[config.mk]
export PLATFORM = sky130hd
export DESIGN_NAME = uart_cmd_decoder_flat
export DESIGN_NICKNAME = d
export VERILOG_FILES = /design/src/rtl/uart_cmd_pkg.sv /design/src/rtl/uart_cmd_decoder_if.sv /design/src/rtl/uart_byte_strobe.sv /design/src/rtl/uart_cmd_decoder.sv /design/src/flat_wrapper.sv
export SDC_FILE = /design/constraint.sdc
export NUM_CORES = 1
export LEC_CHECK = 0
export ABC_AREA = 1
export CAP_MARGIN = 25
export CORE_UTILIZATION = 60
export CTS_CLUSTER_DIAMETER = 100
export DETAILED_ROUTE_END_ITERATION = 7
export GPL_TIMING_DRIVEN = 0
export PLACE_DENSITY = 0.84
export SLEW_MARGIN = 10
export SYNTH_ARGS = -nofsm -noshare
export SYNTH_HDL_FRONTEND = slang
export SYNTH_SLANG_ARGS = --single-unit
[constraint.sdc]
create_clock -name clk -period 3.45 [get_ports clk]
set_input_delay 0.5175 -clock clk [delete_from_list [all_inputs] [get_ports clk]]
set_output_delay 0.5175 -clock clk [all_outputs]
set_load 0.01 [all_outputs]
[src/rtl/uart_cmd_pkg.sv]
// Shared opcode, error-code and state definitions for the UART command decoder.
// No logic; constants and types only.
// Imported by the decoder, the byte strobe and the command interface.
package uart_cmd_pkg;

    localparam logic [7:0] OP_READ = 8'h52;
    localparam logic [7:0] OP_PING = 8'h50;

    localparam logic [2:0] ERR_CHECKSUM = 3'd1;
    localparam logic [2:0] ERR_OPCODE   = 3'd2;
    localparam logic [2:0] ERR_TIMEOUT  = 3'd3;
    localparam logic [2:0] ERR_OVERRUN  = 3'd4;

    // SYNC, OP, A2, A1, A0, L1, L0, CK
    localparam int FRAME_LEN = 8;

    typedef enum logic [3:0] {
        IDLE,
        OPCODE,
        ADDR2,
        ADDR1,
        ADDR0,
        LEN1,
        LEN0,
        CHECK,
        PENDING
    } cmdState_t;

    // PING carries any addr/len; READ must request at least one byte.
    function automatic logic isValidCmd(input logic [7:0] op, input logic [15:0] len);
        return (op == OP_PING) || ((op == OP_READ) && (len != 16'h0000));
    endfunction

endpackage

[src/rtl/uart_cmd_decoder_if.sv]
// Command and error channel between the decoder and the flash-dump controller.
// Latency: wires only.
// Backpressure: cmdValid held by the master until cmdValid && cmdReady; err is a pulse.
interface uart_cmd_if;
    import uart_cmd_pkg::*;

    logic        cmdValid;
    logic        cmdReady;
    logic [7:0]  cmdOp;
    logic [23:0] cmdAddr;
    logic [15:0] cmdLen;
    logic        errValid;
    logic [2:0]  errCode;

    modport master (
        output cmdValid, cmdOp, cmdAddr, cmdLen, errValid, errCode,
        input  cmdReady
    );

    modport slave (
        input  cmdValid, cmdOp, cmdAddr, cmdLen, errValid, errCode,
        output cmdReady
    );

endinterface

[src/rtl/uart_byte_strobe.sv]
// Turns the UART rx byteReady level into a single-cycle strobe with the byte captured.
// Latency: 1 clk from the byteReady rising edge to byteStrobe/byteData.
// Backpressure: none; every rising edge yields exactly one strobe.
module uart_byte_strobe (
    input  logic       clk,
    input  logic       resetN,
    input  logic       byteReady,
    input  logic [7:0] dataIn,
    output logic       byteStrobe,
    output logic [7:0] byteData
);
    import uart_cmd_pkg::*;

    logic byteReadyPrev;
    logic riseEdge;

    assign riseEdge = byteReady & ~byteReadyPrev;

    // History resets to 1 so a level already high at reset release is not a new byte.
    always_ff @(posedge clk or negedge resetN) begin
        if (!resetN) begin
            byteReadyPrev <= 1'b1;
            byteStrobe    <= 1'b0;
            byteData      <= 8'h00;
        end else begin
            byteReadyPrev <= byteReady;
            byteStrobe    <= riseEdge;
            if (riseEdge) begin
                byteData <= dataIn;
            end
        end
    end

endmodule

[src/rtl/uart_cmd_decoder.sv]
// Assembles 8-byte UART frames (SYNC OP A2 A1 A0 L1 L0 CK) into validated commands.
// Latency: cmdValid rises 1 clk after the checksum byte strobe; errors pulse 1 clk after detection.
// Backpressure: command held until cmdReady; a byte arriving while held is dropped as overrun.
module uart_cmd_decoder
    import uart_cmd_pkg::*;
#(
    parameter int         TIMEOUT_CYCLES = 27000,
    parameter logic [7:0] SYNC_BYTE      = 8'hA5
) (
    input  logic       clk,
    input  logic       resetN,
    input  logic       byteReady,
    input  logic [7:0] dataIn,
    uart_cmd_if.master cmd
);

    localparam int CNT_W = $clog2(TIMEOUT_CYCLES);
    localparam logic [CNT_W-1:0] CNT_LAST = CNT_W'(TIMEOUT_CYCLES - 1);

    cmdState_t   state, nextState;
    logic        byteStrobe;
    logic [7:0]  byteData;

    logic [CNT_W-1:0] timeoutCnt;
    logic [7:0]  opReg;
    logic [23:0] addrReg;
    logic [15:0] lenReg;
    logic [7:0]  xorReg;

    logic        inFrame;
    logic        timeoutHit;
    logic        errFire;
    logic [2:0]  errSel;
    logic        loadCmd;
    logic        handshake;

    uart_byte_strobe uStrobe (
        .clk        (clk),
        .resetN     (resetN),
        .byteReady  (byteReady),
        .dataIn     (dataIn),
        .byteStrobe (byteStrobe),
        .byteData   (byteData)
    );

    assign inFrame    = (state == OPCODE) || (state == ADDR2) || (state == ADDR1) ||
                        (state == ADDR0)  || (state == LEN1)  || (state == LEN0)  ||
                        (state == CHECK);
    assign timeoutHit = inFrame && !byteStrobe && (timeoutCnt == CNT_LAST);
    assign handshake  = cmd.cmdValid && cmd.cmdReady;

    // Frame state register.
    always_ff @(posedge clk or negedge resetN) begin
        if (!resetN) begin
            state <= IDLE;
        end else begin
            state <= nextState;
        end
    end

    // Next-state decode, error selection and command load; a strobe always beats timeout.
    always_comb begin
        nextState = state;
        errFire   = 1'b0;
        errSel    = ERR_CHECKSUM;
        loadCmd   = 1'b0;
        unique case (state)
            IDLE: begin
                if (byteStrobe && (byteData == SYNC_BYTE)) begin
                    nextState = OPCODE;
                end
            end
            OPCODE, ADDR2, ADDR1, ADDR0, LEN1, LEN0: begin
                if (byteStrobe) begin
                    nextState = cmdState_t'(state + 4'd1);
                end else if (timeoutHit) begin
                    nextState = IDLE;
                    errFire   = 1'b1;
                    errSel    = ERR_TIMEOUT;
                end
            end
            CHECK: begin
                if (byteStrobe) begin
                    if (byteData != xorReg) begin
                        nextState = IDLE;
                        errFire   = 1'b1;
                        errSel    = ERR_CHECKSUM;
                    end else if (!isValidCmd(opReg, lenReg)) begin
                        nextState = IDLE;
                        errFire   = 1'b1;
                        errSel    = ERR_OPCODE;
                    end else begin
                        nextState = PENDING;
                        loadCmd   = 1'b1;
                    end
                end else if (timeoutHit) begin
                    nextState = IDLE;
                    errFire   = 1'b1;
                    errSel    = ERR_TIMEOUT;
                end
            end
            PENDING: begin
                if (handshake) begin
                    // A byte coinciding with acceptance is treated as an IDLE byte.
                    if (byteStrobe && (byteData == SYNC_BYTE)) begin
                        nextState = OPCODE;
                    end else begin
                        nextState = IDLE;
                    end
                end else if (byteStrobe) begin
                    errFire = 1'b1;
                    errSel  = ERR_OVERRUN;
                end
            end
            default: begin
                nextState = IDLE;
            end
        endcase
    end

    // Inter-byte timeout counter; only counts while a frame is partially received.
    always_ff @(posedge clk or negedge resetN) begin
        if (!resetN) begin
            timeoutCnt <= '0;
        end else if (byteStrobe || !inFrame) begin
            timeoutCnt <= '0;
        end else begin
            timeoutCnt <= timeoutCnt + 1'b1;
        end
    end

    // Field shift registers and running XOR over OP..L0.
    always_ff @(posedge clk or negedge resetN) begin
        if (!resetN) begin
            opReg   <= 8'h00;
            addrReg <= 24'h000000;
            lenReg  <= 16'h0000;
            xorReg  <= 8'h00;
        end else if (byteStrobe) begin
            unique case (state)
                OPCODE: begin
                    opReg  <= byteData;
                    xorReg <= byteData;
                end
                ADDR2: begin
                    addrReg[23:16] <= byteData;
                    xorReg         <= xorReg ^ byteData;
                end
                ADDR1: begin
                    addrReg[15:8] <= byteData;
                    xorReg        <= xorReg ^ byteData;
                end
                ADDR0: begin
                    addrReg[7:0] <= byteData;
                    xorReg       <= xorReg ^ byteData;
                end
                LEN1: begin
                    lenReg[15:8] <= byteData;
                    xorReg       <= xorReg ^ byteData;
                end
                LEN0: begin
                    lenReg[7:0] <= byteData;
                    xorReg      <= xorReg ^ byteData;
                end
                default: begin
                end
            endcase
        end
    end

    // Command output holding registers; frozen while cmdValid is high.
    always_ff @(posedge clk or negedge resetN) begin
        if (!resetN) begin
            cmd.cmdValid <= 1'b0;
            cmd.cmdOp    <= 8'h00;
            cmd.cmdAddr  <= 24'h000000;
            cmd.cmdLen   <= 16'h0000;
        end else if (loadCmd) begin
            cmd.cmdValid <= 1'b1;
            cmd.cmdOp    <= opReg;
            cmd.cmdAddr  <= addrReg;
            cmd.cmdLen   <= lenReg;
        end else if (handshake) begin
            cmd.cmdValid <= 1'b0;
        end
    end

    // Registered one-cycle error pulse; the code persists between pulses.
    always_ff @(posedge clk or negedge resetN) begin
        if (!resetN) begin
            cmd.errValid <= 1'b0;
            cmd.errCode  <= 3'd0;
        end else begin
            cmd.errValid <= errFire;
            if (errFire) begin
                cmd.errCode <= errSel;
            end
        end
    end

endmodule

[src/flat_wrapper.sv]
// flat-port wrapper written by rule: the top's interface ports become plain ports
module uart_cmd_decoder_flat import uart_cmd_pkg::*;
#(
    parameter int         TIMEOUT_CYCLES = 27000,
    parameter logic [7:0] SYNC_BYTE      = 8'hA5
)
  (clk, resetN, byteReady, dataIn, cmd_cmdValid, cmd_cmdOp, cmd_cmdAddr, cmd_cmdLen, cmd_errValid, cmd_errCode, cmd_cmdReady);
  uart_cmd_if cmd_i ();
  input  logic clk;
  input  logic resetN;
  input  logic byteReady;
  input  logic [7:0] dataIn;
  output wire logic [$bits(cmd_i.cmdValid)-1:0] cmd_cmdValid;
  output wire logic [$bits(cmd_i.cmdOp)-1:0] cmd_cmdOp;
  output wire logic [$bits(cmd_i.cmdAddr)-1:0] cmd_cmdAddr;
  output wire logic [$bits(cmd_i.cmdLen)-1:0] cmd_cmdLen;
  output wire logic [$bits(cmd_i.errValid)-1:0] cmd_errValid;
  output wire logic [$bits(cmd_i.errCode)-1:0] cmd_errCode;
  input wire logic [$bits(cmd_i.cmdReady)-1:0] cmd_cmdReady;
  assign cmd_cmdValid = cmd_i.cmdValid;
  assign cmd_cmdOp = cmd_i.cmdOp;
  assign cmd_cmdAddr = cmd_i.cmdAddr;
  assign cmd_cmdLen = cmd_i.cmdLen;
  assign cmd_errValid = cmd_i.errValid;
  assign cmd_errCode = cmd_i.errCode;
  assign cmd_i.cmdReady = cmd_cmdReady;
  uart_cmd_decoder #(.TIMEOUT_CYCLES(TIMEOUT_CYCLES), .SYNC_BYTE(SYNC_BYTE)) u_core (.clk(clk), .resetN(resetN), .byteReady(byteReady), .dataIn(dataIn), .cmd(cmd_i));
endmodule
# == Word level (Yosys, flattened, before mapping) ==
# Index checks and enable logic that the tools add are counted.
# totals
register_bits,138
inputBits,12
out_inout_bits,53
word_cells,100
# classes
n_addsub,2
n_eq_ne,15
n_mux,33
n_bitwise,3
reduce_logical,29
# op_table
op,count
$mux 4,7
$eq 4x3->1 const B,4
$eq 8x7->1 const B,2
$pmux 4 s4,1
$pmux 8 s2,1
$reduce_and 2->1,8
$reduce_bool 16->1,1
$add 15x1->15 const B,1
$eq 15x15->1 const B,1
$mux 15,1
$mux 3,5
$mux 1,14
$pmux 3 s3,1
$eq 4x2->1 const B,2
$eq 8x8->1 const B,1
$logic_or 1x1->1,8
$ne 8x8->1,1
$xor 8x8->8,1
$reduce_or 6->1,1
$logic_and 1x1->1,5
$reduce_or 5->1,1
$add 4x1->4 const B,1
$eq 4x1->1 const B,1
$eq 4x4->1 const B,1
8 further kinds,12

# == Depth between registers and ports, before layout ==
# depth
word_depth,12
mapped_depth,12

# == Hierarchy ==
# Synthesis repeated with hierarchy kept, for this count alone.
# unflattened
cells_unflattened,682
area_unflattened_um2,5923.2
# by_module_without_submodules
module,instances,cells_per_inst,area_each_um2,seq_area_each_um2
uart_cmd_decoder,1,644,5525.3,3203.1
uart_byte_strobe,1,38,397.9,251.5

# == Worst setup path before layout ==
# No wires, ideal clock.
# synth_path
path_kind,reg-to-reg
startpoint,reg u_core.state[0]
endpoint,reg u_core.state[0]
setup_time_ps,124
t_arrival_ps,1536
required_ps,3326
setup_slack_ps,1790
path_stages_with_launch,10
path_buffers,1
period_less_slack_ps,1660
cell_sequence,dfrtp_1 -> inv_1 -> ha_1 -> o21ai_1 -> nand4_2 -> nand2_1 -> buf_4 -> o21ai_1 -> nand2_1 -> nand2_1
# synth_via
elab_chain_len,12
# synth_rtl
element,line_no,text
start: declaration,uart_cmd_decoder.sv:20,"cmdState_t state, nextState;"
start signal: assignment,uart_cmd_decoder.sv:57,state <= nextState;
$eq 4x1->1 / $eq 4x2->1 (equally long branches),"uart_cmd_decoder.sv:46, uart_cmd_decoder.sv:67",
$logic_or 1x1->1 (3 in a row),uart_cmd_decoder.sv:46,assign inFrame = (state == OPCODE) || (state == ADDR2) || (state == ADDR1) ||
$logic_or 1x1->1 (3 in a row),uart_cmd_decoder.sv:47,(state == ADDR0) || (state == LEN1) || (state == LEN0) ||
$logic_and 1x1->1 (2 in a row),uart_cmd_decoder.sv:49,assign timeoutHit = inFrame && !byteStrobe && (timeoutCnt == CNT_LAST);
$mux 4,n/a,
$mux 4 (on tied branches),n/a,
$pmux 4 s4,uart_cmd_decoder.sv:67,unique case (state)
# Parallel ways exist; a longest one is shown, timed or not.
# A chain may end at the register's enable or synchronous reset.

# == Worst setup path after layout ==
# layout_path
startpoint,reg u_core.cmd.cmdAddr[8]
endpoint,out cmd_cmdAddr[8]
# layout_lines
element,line_no,text
start: declaration,uart_cmd_decoder_if.sv:16,"output cmdValid, cmdOp, cmdAddr, cmdLen, errValid, errCode,"
start signal: assignment,uart_cmd_decoder.sv:181,cmd.cmdAddr <= addrReg;
end: declaration,flat_wrapper.sv:15,output wire logic [$bits(cmd_i.cmdAddr)-1:0] cmd_cmdAddr;
# No word-level cell between the ends.

==> qor.txt <==
asr flop ratio synth: 100%
VDD IR max: 0.000383 V
largest net degree at the start of global routing: 92
Die H: 101 µm
CTS Buffer Depth: 2
final setup fails: 0
n_diodes: 0
Hold Path Origin: byteReady
drt wl/cell: 15.3 µm
Worst-Margin Slew: 0.518 ns
Via-to-Cell Ratio: 5.50
PortBufs: 64
min-delay worst type: input pin to register
Die X-Extent: 101 µm
final hold violation count: 0
most frequent cell after synthesis: nand2_1
fin cells: 899
I/O Pins: 65
Final Max Tran Viols: 0
GR Overflow Total: 0
P per Cell Area: 613 nW/µm²
first-pass GRT wire length: 22700 µm
startpoint type of the worst setup path: register
status: completed
Synth Warn #: 0
CTS tree: built
total vias in the final route: 4942
antenna-violating nets left: 0
Worst EP arrival: 1.46 ns
Leakage: 0.00353 µW
Met1 Wirelength: 5520 µm
FILL cells: 622
Fin Hold WS: 0.432 ns
Placement Cell Area: 6710 µm²
met2 wire length: 7010 µm
post-synth top area cell: dfrtp_1
number of DRC markers in iteration 0: 302
placed cell count: 866
CP max stage delay: 0.56 ns
clk sinks: 138
CTS clock-pin slew for the worst setup and hold paths: 0.06 ns
vias in the first global route: 4917
area grow syn2layout: 25.1%
top sig layer: met4
minimum clock period: 1.98 ns
Post-Layout Inst Area: 7360 µm²
Reg2Reg Launch Point: u_core.state[0]
worst path bufs/invs: 1
CP Launch Point: u_core.cmd.cmdAddr[8]
# DRC: 0
Fmax achieved: 505 MHz
Final Cycle Share: 57.4%
normalized max-slew margin: 65.3%
Placer Congestion: 0.992
Post-Syn Instances: 672
number of antenna violations at the first check in global routing: 0
Global Route Usage Sum: 29.4%
share of cells above drive strength 1: 11.4%
Distinct cells, synth: 33
row count: 35
DR WL met3: 836 µm
Critical Path Slowest Stage Cell: clkdlybuf4s50_1
post-synthesis register bit count: 138
Root Buffer: clkbuf_8
final core occ: 78.5%
synth cell count leaders: nand2_1, dfrtp_1, o21ai_0
CTS resizes: 0
Core Footprint: 9370 µm²
CTS Buf Count: 17
RSZ-0062 raised after global routing: no
Detailed Place HPWL: 9160 µm
sequential area share after synthesis: 58.7%
final WL: 13700 µm
H-tree Lvls: 4
worst-path fanout max: 2
worst setup path class: register to primary output
Max Clock Skew: 0.00689 ns
Mapped Area: 5880 µm²
net total in the final layout: 774
CP Cell Sequence: clkdlybuf4s50_1
number of synthesized flops with an enable pin: 0
max cap viols: 0
drt pass-1 iters: 5
top_reg_cell synth: dfrtp_1
Fin Setup TNS: 0 ns
initial core utilization: 62.8%
Largest delay share family, worst path: buffers and inverters
Synth Net Count: 689
syn_area_per_cell: 8.75 µm²
share of the synthesized area in the top cell type: 58.3%
Die ar.: 10200 µm²
clk_lat worst skew: 0.53 ns
critical path data required time: 2.93 ns
setup bufs post-CTS: 0
main area contributors after synthesis: dfrtp_1, nand2_1, o21ai_0
endpoint class of the critical path: primary output
area by class of cell:
class	count	area, µm²	share of cell area [%]
buffer	21	128	1.73
timing repair buffer	66	679	9.23
sequential	138	3450	46.9
tap	129	161	2.19
clock inverter	14	210	2.86
clock buffer	18	428	5.81
multi-input combinational	454	2080	28.2
inverter	59	221	3.01
worst paths after layout:
| kind | end | slack, ns | depth (start not counted) |
|---|---|---|---|
| max | cmd_cmdAddr[8] | 1.47 | 1 |
| max reg2reg | u_core.state[0] | 1.48 | 9 |
| min | u_core.uStrobe.byteReadyPrev | 0.43 | 1 |
| max in group asynchronous | u_core.timeoutCnt[14] | 2.19 | 3 |
| min in group asynchronous | u_core.cmd.cmdOp[2] | 0.50 | 2 |
| min reg2reg | u_core.cmd.cmdLen[13] | 0.47 | 2 |
cell families after synthesis:
logic type	count (synthesis)	share of synthesized area [%]
buffers and inverters	80	5.93
adder cells (fa/ha/maj)	5	1.06
AO/OA/AOI/OAI	108	9.87
XOR/XNOR	3	0.447
AND/OR/NAND/NOR	338	24.0
flip-flops	138	58.7
placed cells by master, fill, tap and decap left out, drive strengths merged, types with 3 or more instances in the layout:
| cell type | count |
|---|---|
| dfrtp | 137 |
| o21bai | 3 |
| clkdlybuf4s50 | 63 |
| clkbuf | 24 |
| nor2 | 49 |
| a21oi | 8 |
| buf | 17 |
| nand3 | 26 |
| inv | 65 |
| bufinv | 4 |
| ha | 5 |
| nand4 | 6 |
| o211ai | 9 |
| o21ai | 85 |
| nand2 | 244 |
| nor3 | 7 |
where the power goes:
| part | switching, µW | leakage, µW | total (µW) | internal, µW |
|---|---|---|---|---|
| clock | 739 | 0.000307 | 1950 | 1210 |
| sequential | 112 | 0.00188 | 1880 | 1770 |
| combinational | 440 | 0.00134 | 675 | 234 |
repair_timing:
action	in CTS	in global routing
endpoints found under the hold margin	46	0
hold buffers	1	0
endpoints found under the setup margin	0	0
flip-flops by register name, summed over array words and instances (netlist names):
register                      count
u_core.cmd.cmdAddr               24
u_core.timeoutCnt                15
u_core.opReg                      8
u_core.cmd.cmdValid               1
u_core.cmd.cmdLen                16
u_core.cmd.errCode                3
u_core.uStrobe.byteData           8
u_core.uStrobe.byteReadyPrev      1
u_core.lenReg                    16
u_core.cmd.cmdOp                  8
u_core.addrReg                   24
u_core.state                      4
u_core.uStrobe.byteStrobe         1
u_core.cmd.errValid               1
u_core.xorReg                     8
layer usage:
metal | vias up | global-route usage [%]
met2 | 200 | 50.2
met4 | 0 | 13.6
met5 | - | 0
met3 | 38 | 6.80
met1 | 2383 | 35.7
li1 | 2321 | -
through the flow:
stage	setup slack (ns)	total power [µW]
finish	1.47	4510
global route	1.32	4680
CTS	1.45	4500
detailed placement	1.38	2550
global placement	-3.22	2500
floorplan	1.79	2310
No activity file was read; power rests on OpenSTA's default activity.
